<file path="src/rtl/alu_sequencer_if.sv">
// alu_sequencer_if: command and response handshakes of the ALU sequencer
interface alu_sequencer_if;
    logic        cmd_valid;
    logic        cmd_ready;
    logic [3:0]  cmd_op;
    logic [31:0] cmd_a;
    logic [31:0] cmd_b;
    logic        rsp_valid;
    logic        rsp_ready;
    logic [31:0] rsp_lo;
    logic [31:0] rsp_hi;
    logic        rsp_err;

    modport master (
        output cmd_valid, cmd_op, cmd_a, cmd_b, rsp_ready,
        input  cmd_ready, rsp_valid, rsp_lo, rsp_hi, rsp_err
    );

    modport slave (
        input  cmd_valid, cmd_op, cmd_a, cmd_b, rsp_ready,
        output cmd_ready, rsp_valid, rsp_lo, rsp_hi, rsp_err
    );
endinterface

</file>
<file path="src/rtl/alu_sequencer.sv">
// alu_sequencer: runs one command at a time through the ALU and returns the Z result pair
module alu_sequencer #(
    parameter int MUL_CYCLES = 4,
    parameter int DIV_CYCLES = 8
) (
    input  logic                  clk,
    input  logic                  clr,
    alu_sequencer_if.slave        bus,
    output logic [31:0]           ry_out,
    output logic [31:0]           rb_out,
    output logic [12:0]           alu_sel,
    input  logic [31:0]           alu_lo,
    input  logic [31:0]           alu_hi,
    output logic [15:0]           op_count
);
    typedef enum logic [1:0] {IDLE, EXEC, RESP} state_t;

    state_t      state, state_nx;
    logic [3:0]  op;
    logic [3:0]  cnt;
    logic [31:0] lo;
    logic [31:0] hi;
    logic        err;
    logic        accept;
    logic        trap;
    logic        wide;
    logic [3:0]  cycles;

    assign accept = state == IDLE && bus.cmd_valid;
    assign trap   = bus.cmd_op > 4'd12 || (bus.cmd_op == 4'd9 && bus.cmd_a == '0);
    assign cycles = bus.cmd_op == 4'd6 ? 4'(MUL_CYCLES) : bus.cmd_op == 4'd9 ? 4'(DIV_CYCLES) : 4'd1;
    assign wide   = op == 4'd6 || op == 4'd9;

    assign bus.cmd_ready = state == IDLE;
    assign bus.rsp_valid = state == RESP;
    assign bus.rsp_lo    = lo;
    assign bus.rsp_hi    = hi;
    assign bus.rsp_err   = err;
    assign alu_sel       = state == EXEC ? 13'd1 << op : '0;

    // State register
    always_ff @(posedge clk or negedge clr) begin
        if (!clr)
            state <= IDLE;
        else
            state <= state_nx;
    end

    // Next state: trapped commands skip the ALU entirely
    always_comb begin
        state_nx = state;
        case (state)
            IDLE:    if (bus.cmd_valid) state_nx = trap ? RESP : EXEC;
            EXEC:    if (cnt == 4'd1) state_nx = RESP;
            RESP:    if (bus.rsp_ready) state_nx = IDLE;
            default: state_nx = IDLE;
        endcase
    end

    // Operand latch, cycle counter, Z capture and completion counter
    always_ff @(posedge clk or negedge clr) begin
        if (!clr) begin
            ry_out   <= '0;
            rb_out   <= '0;
            op       <= '0;
            cnt      <= '0;
            lo       <= '0;
            hi       <= '0;
            err      <= 1'b0;
            op_count <= '0;
        end else begin
            if (accept) begin
                ry_out <= bus.cmd_a;
                rb_out <= bus.cmd_b;
                op     <= bus.cmd_op;
                cnt    <= cycles;
                lo     <= '0;
                hi     <= '0;
                err    <= trap;
            end else if (state == EXEC) begin
                cnt <= cnt - 4'd1;
                if (cnt == 4'd1) begin
                    lo  <= alu_lo;
                    hi  <= wide ? alu_hi : '0;
                    err <= 1'b0;
                end
            end
            if (state == RESP && bus.rsp_ready)
                op_count <= op_count + 16'd1;
        end
    end
endmodule

</file>
<file path="src/flat_wrapper.sv">
// flat-port wrapper written by rule: the top's interface ports become plain ports
module alu_sequencer_flat 
#(
    parameter int MUL_CYCLES = 4,
    parameter int DIV_CYCLES = 8
)
  (clk, clr, ry_out, rb_out, alu_sel, alu_lo, alu_hi, op_count, bus_cmd_valid, bus_cmd_op, bus_cmd_a, bus_cmd_b, bus_rsp_ready, bus_cmd_ready, bus_rsp_valid, bus_rsp_lo, bus_rsp_hi, bus_rsp_err);
  alu_sequencer_if bus_i ();
  input  logic clk;
  input  logic clr;
  output logic [31:0] ry_out;
  output logic [31:0] rb_out;
  output logic [12:0] alu_sel;
  input  logic [31:0] alu_lo;
  input  logic [31:0] alu_hi;
  output logic [15:0] op_count;
  input wire logic [$bits(bus_i.cmd_valid)-1:0] bus_cmd_valid;
  input wire logic [$bits(bus_i.cmd_op)-1:0] bus_cmd_op;
  input wire logic [$bits(bus_i.cmd_a)-1:0] bus_cmd_a;
  input wire logic [$bits(bus_i.cmd_b)-1:0] bus_cmd_b;
  input wire logic [$bits(bus_i.rsp_ready)-1:0] bus_rsp_ready;
  output wire logic [$bits(bus_i.cmd_ready)-1:0] bus_cmd_ready;
  output wire logic [$bits(bus_i.rsp_valid)-1:0] bus_rsp_valid;
  output wire logic [$bits(bus_i.rsp_lo)-1:0] bus_rsp_lo;
  output wire logic [$bits(bus_i.rsp_hi)-1:0] bus_rsp_hi;
  output wire logic [$bits(bus_i.rsp_err)-1:0] bus_rsp_err;
  assign bus_i.cmd_valid = bus_cmd_valid;
  assign bus_i.cmd_op = bus_cmd_op;
  assign bus_i.cmd_a = bus_cmd_a;
  assign bus_i.cmd_b = bus_cmd_b;
  assign bus_i.rsp_ready = bus_rsp_ready;
  assign bus_cmd_ready = bus_i.cmd_ready;
  assign bus_rsp_valid = bus_i.rsp_valid;
  assign bus_rsp_lo = bus_i.rsp_lo;
  assign bus_rsp_hi = bus_i.rsp_hi;
  assign bus_rsp_err = bus_i.rsp_err;
  alu_sequencer #(.MUL_CYCLES(MUL_CYCLES), .DIV_CYCLES(DIV_CYCLES)) u_core (.clk(clk), .clr(clr), .bus(bus_i), .ry_out(ry_out), .rb_out(rb_out), .alu_sel(alu_sel), .alu_lo(alu_lo), .alu_hi(alu_hi), .op_count(op_count));
endmodule
</file>
<file path="config.mk">
export PLATFORM = sky130hd
export DESIGN_NAME = alu_sequencer_flat
export DESIGN_NICKNAME = d
export VERILOG_FILES = /design/src/rtl/alu_sequencer_if.sv /design/src/rtl/alu_sequencer.sv /design/src/flat_wrapper.sv
export SDC_FILE = /design/constraint.sdc
export NUM_CORES = 1
export LEC_CHECK = 0
export ABC_AREA = 1
export CELL_PAD_IN_SITES_DETAIL_PLACEMENT = 0
export CELL_PAD_IN_SITES_GLOBAL_PLACEMENT = 1
export CORE_ASPECT_RATIO = 1.1
export CORE_MARGIN = 2
export CORE_UTILIZATION = 27
export DETAILED_ROUTE_END_ITERATION = 6
export GPL_TIMING_DRIVEN = 0
export PLACE_DENSITY = 0.75
export SLEW_MARGIN = 15
export SYNTH_ARGS = -nofsm -noshare
export SYNTH_HDL_FRONTEND = slang
export SYNTH_SLANG_ARGS = --single-unit
</file>
<file path="constraint.sdc">
create_clock -name clk -period 1.38 [get_ports clk]
set_input_delay 0.276 -clock clk [delete_from_list [all_inputs] [get_ports clk]]
set_output_delay 0.276 -clock clk [all_outputs]
set_load 0.02 [all_outputs]
</file>
==> metrics <==
Initial Util=27.7%; vias in the first global route=6,533; post-synth top area cell=dfrtp_1; row count=59; DRC=0; Multi-input gate area=0.00247 mm²; Final period util=131%; Layout Nets=1,278; H-tree depth=4; DRT Wirelength=22,100 µm; Area contributors post-synth=dfrtp_1 (59%), nand2_1 (20%), nand3_1 (3.8%), inv_1 (3.3%), nor2_1 (2.8%); final hold violations=0; Die W=153 µm; via count=6,282; HP Class=in -> async; IO Pins=296; GRT Overall Usage=17.3%; First-pass DRT Iterations=4; initial DRC count=182; Antenna diodes=0; input/output buffers=295; Setup CP Type=reg -> out; peak supply drop=0.00102 V; Area after DPL=0.00996 mm²; Area Overhead vs Synth=77.3%; sequential area share after synthesis=58.9%; Worst Tran Pin Value=503 ps; Mapped Area=0.00658 mm²; count of state elements after synthesis=155; Worst path slowest cell=dfrtp_1; Register Area=0.00388 mm²; Ys Warns=0; post-route design area=0.0117 mm²; post-synth top area share=58.9%; CP Buf/Inv Count=4; first-pass GRT wire length=35,300 µm; share of layout cells above drive strength 1=29.3%; core region area=0.0238 mm²; status=complete, but fails checks; Num CTS Buffers=17; DRT antenna net count=0; clock sinks=155; pre-CTS setup slack=-644 ps; max incr delay on CP=420 ps; Clock Path Buffers=2; CTS tree=yes; Max Cap Violations=0; worst clock skew=9.43 ps; worst rel slew slack=66.5%; grt ovf=0; # setup viols final=162; Placed Cells=1,375; Min Clock Period, post-route=1810 ps; synthesized area per cell=8.50 µm²; RSZ-0062 raised after global routing=yes; Power Density=1980 mW/mm²; max-slew violation count=0; failing checks=setup timing; CP endpoint kind=output pin; die area=0.0256 mm²; CP required=1100 ps; Leak=5.68 nW; initial antenna violation count=0; Syn Nets=913; CP max FO=4; Setup WS post-layout=-434 ps; largest net degree at the start of global routing=86; worst skew pair latency=420 ps; Mapped Cells=774; Pwr Total=23.1 mW; critical path arrival=1540 ps; CP delay by family, top=buffers and inverters; CTS root buffer=clkbuf_16; DR WL/cell=15.1 µm; Final GP Congestion=0.780; crit path cell chain=inv_2, nor2_4, inv_2, buf_4, nor3_2, buf_4; Unique masters post-synth=27; Worst-path clk slew=70 ps; die height=168 µm; HPWL after DPL=15,400 µm; Fillers=2,327; Critical Path Source Type=flop; non-filler cells, final=1,457; maximum clock rate=0.551 GHz; vias per cell=4.31
final cells by class:
cell class / instances / area share, %
clock inverter: 12 / 1.01
sequential: 155 / 33.3
timing repair buffer: 346 / 32.0
multi-input combinational: 526 / 21.2
clock buffer: 20 / 3.74
buffer: 32 / 3.49
inverter: 61 / 2.03
tap: 305 / 3.27
worst register-to-register path, stage by stage, from the launching register on:
cell and delay, ps:
dfrtp_1 420, inv_2 80, buf_4 130, buf_6 110, nand2_4 70, nor2_4 50
buf_6 120, buf_12 130, buf_16 150, buf_12 130, buf_16 120, nand2_1 50
nand2_1 50
sequential cells by signal (all words and copies together), names as in the netlist:
name and count:
u_core.bus.rsp_lo 32, u_core.ry_out 32, u_core.rb_out 32, u_core.bus.rsp_hi 32, u_core.op 4, u_core.bus.rsp_err 1, u_core.cnt 4, u_core.op_count 16
u_core.state 2
power breakdown:
part	switching, mW	total (mW)	internal [mW]
registers	0.986	7.16	6.17
logic	6.04	11.4	5.39
clock network	2.01	4.51	2.50
final timing paths:
path | cells past startpoint | from | end | slack (ps)
min in group clk | 3 | bus_cmd_b[14] | u_core.rb_out[14] | 390
setup / recovery | 6 | u_core.state[0] | alu_sel[4] | -430
setup reg to reg | 12 | u_core.state[0] | u_core.rb_out[29] | -330
hold reg to reg | 2 | u_core.rb_out[21] | u_core.rb_out[21] | 470
max in group asynchronous | 3 | clr | u_core.op[1] | 230
hold / removal | 2 | clr | u_core.bus.rsp_hi[21] | 390
cell usage in the layout (no fill, tap or decap), types with 6 or more instances in the layout:
cell / n
buf_12: 9
buf_16: 9
buf_2: 23
buf_4: 42
buf_6: 16
buf_8: 12
clkbuf_16: 19
clkdlybuf4s15_2: 121
clkdlybuf4s50_1: 134
clkinvlp_4: 7
dfrtp_1: 150
inv_1: 54
nand2_1: 314
nand2_2: 26
nand2_4: 6
nand3_1: 48
nand4_1: 7
nor2_1: 41
nor2_4: 8
o21ai_1: 32
xnor2_1: 6
cell usage after synthesis, drive strengths merged:
library cell    n
o22ai           1
nand4           7
o21ai          40
o211ai          2
a31oi           1
nor3            6
nor2           55
clkbuf          2
xnor2           6
inv            61
nand3          50
nand2         346
a22oi           1
buf            30
a21o            1
dfrtp         155
a21oi           2
xor2            5
ha              3
cells by family (layout without fill, tap and decap cells):
group                    after synthesis  after routing  synth area share, %
AND/OR/NAND/NOR                      464            464                 28.8
flip-flops                           155            155                 58.9
AO/OA/AOI/OAI                         48             48                 3.84
buffers and inverters                 93            471                 6.44
adder cells (fa/ha/maj)                3              3                0.570
XOR/XNOR                              11             11                 1.46
metal layers:
layer	global-route usage (%)	routed length, µm	up-vias
met5	0	0	-
met4	4.11	216	0
met3	5.75	1540	12
met2	30.1	11100	188
met1	20.6	9220	2950
li1	-	-	3132
metrics by stage:
| stage | utilization, % | hold slack [ps] | TNS [ps] |
|---|---|---|---|
| CTS | 47.9 | 361 | -35290 |
| global placement | 41.8 | 453 | -1123210 |
| detailed placement | 41.9 | 338 | -70760 |
| global route | 49.1 | 381 | -59500 |
| floorplan | - | -19.6 | -256 |
| finish | 49.1 | 388 | -42860 |
what timing repair did:
action                                  CTS  global route
gates resized for setup                 621            65
setup buffers                            28             9
endpoints found under the setup margin  301           278
hold buffers                              1             0
pin swaps                                 8            16
hold endpoints to repair                 84             0
cloned                                   12             1
(Power assumes the default switching activity.)
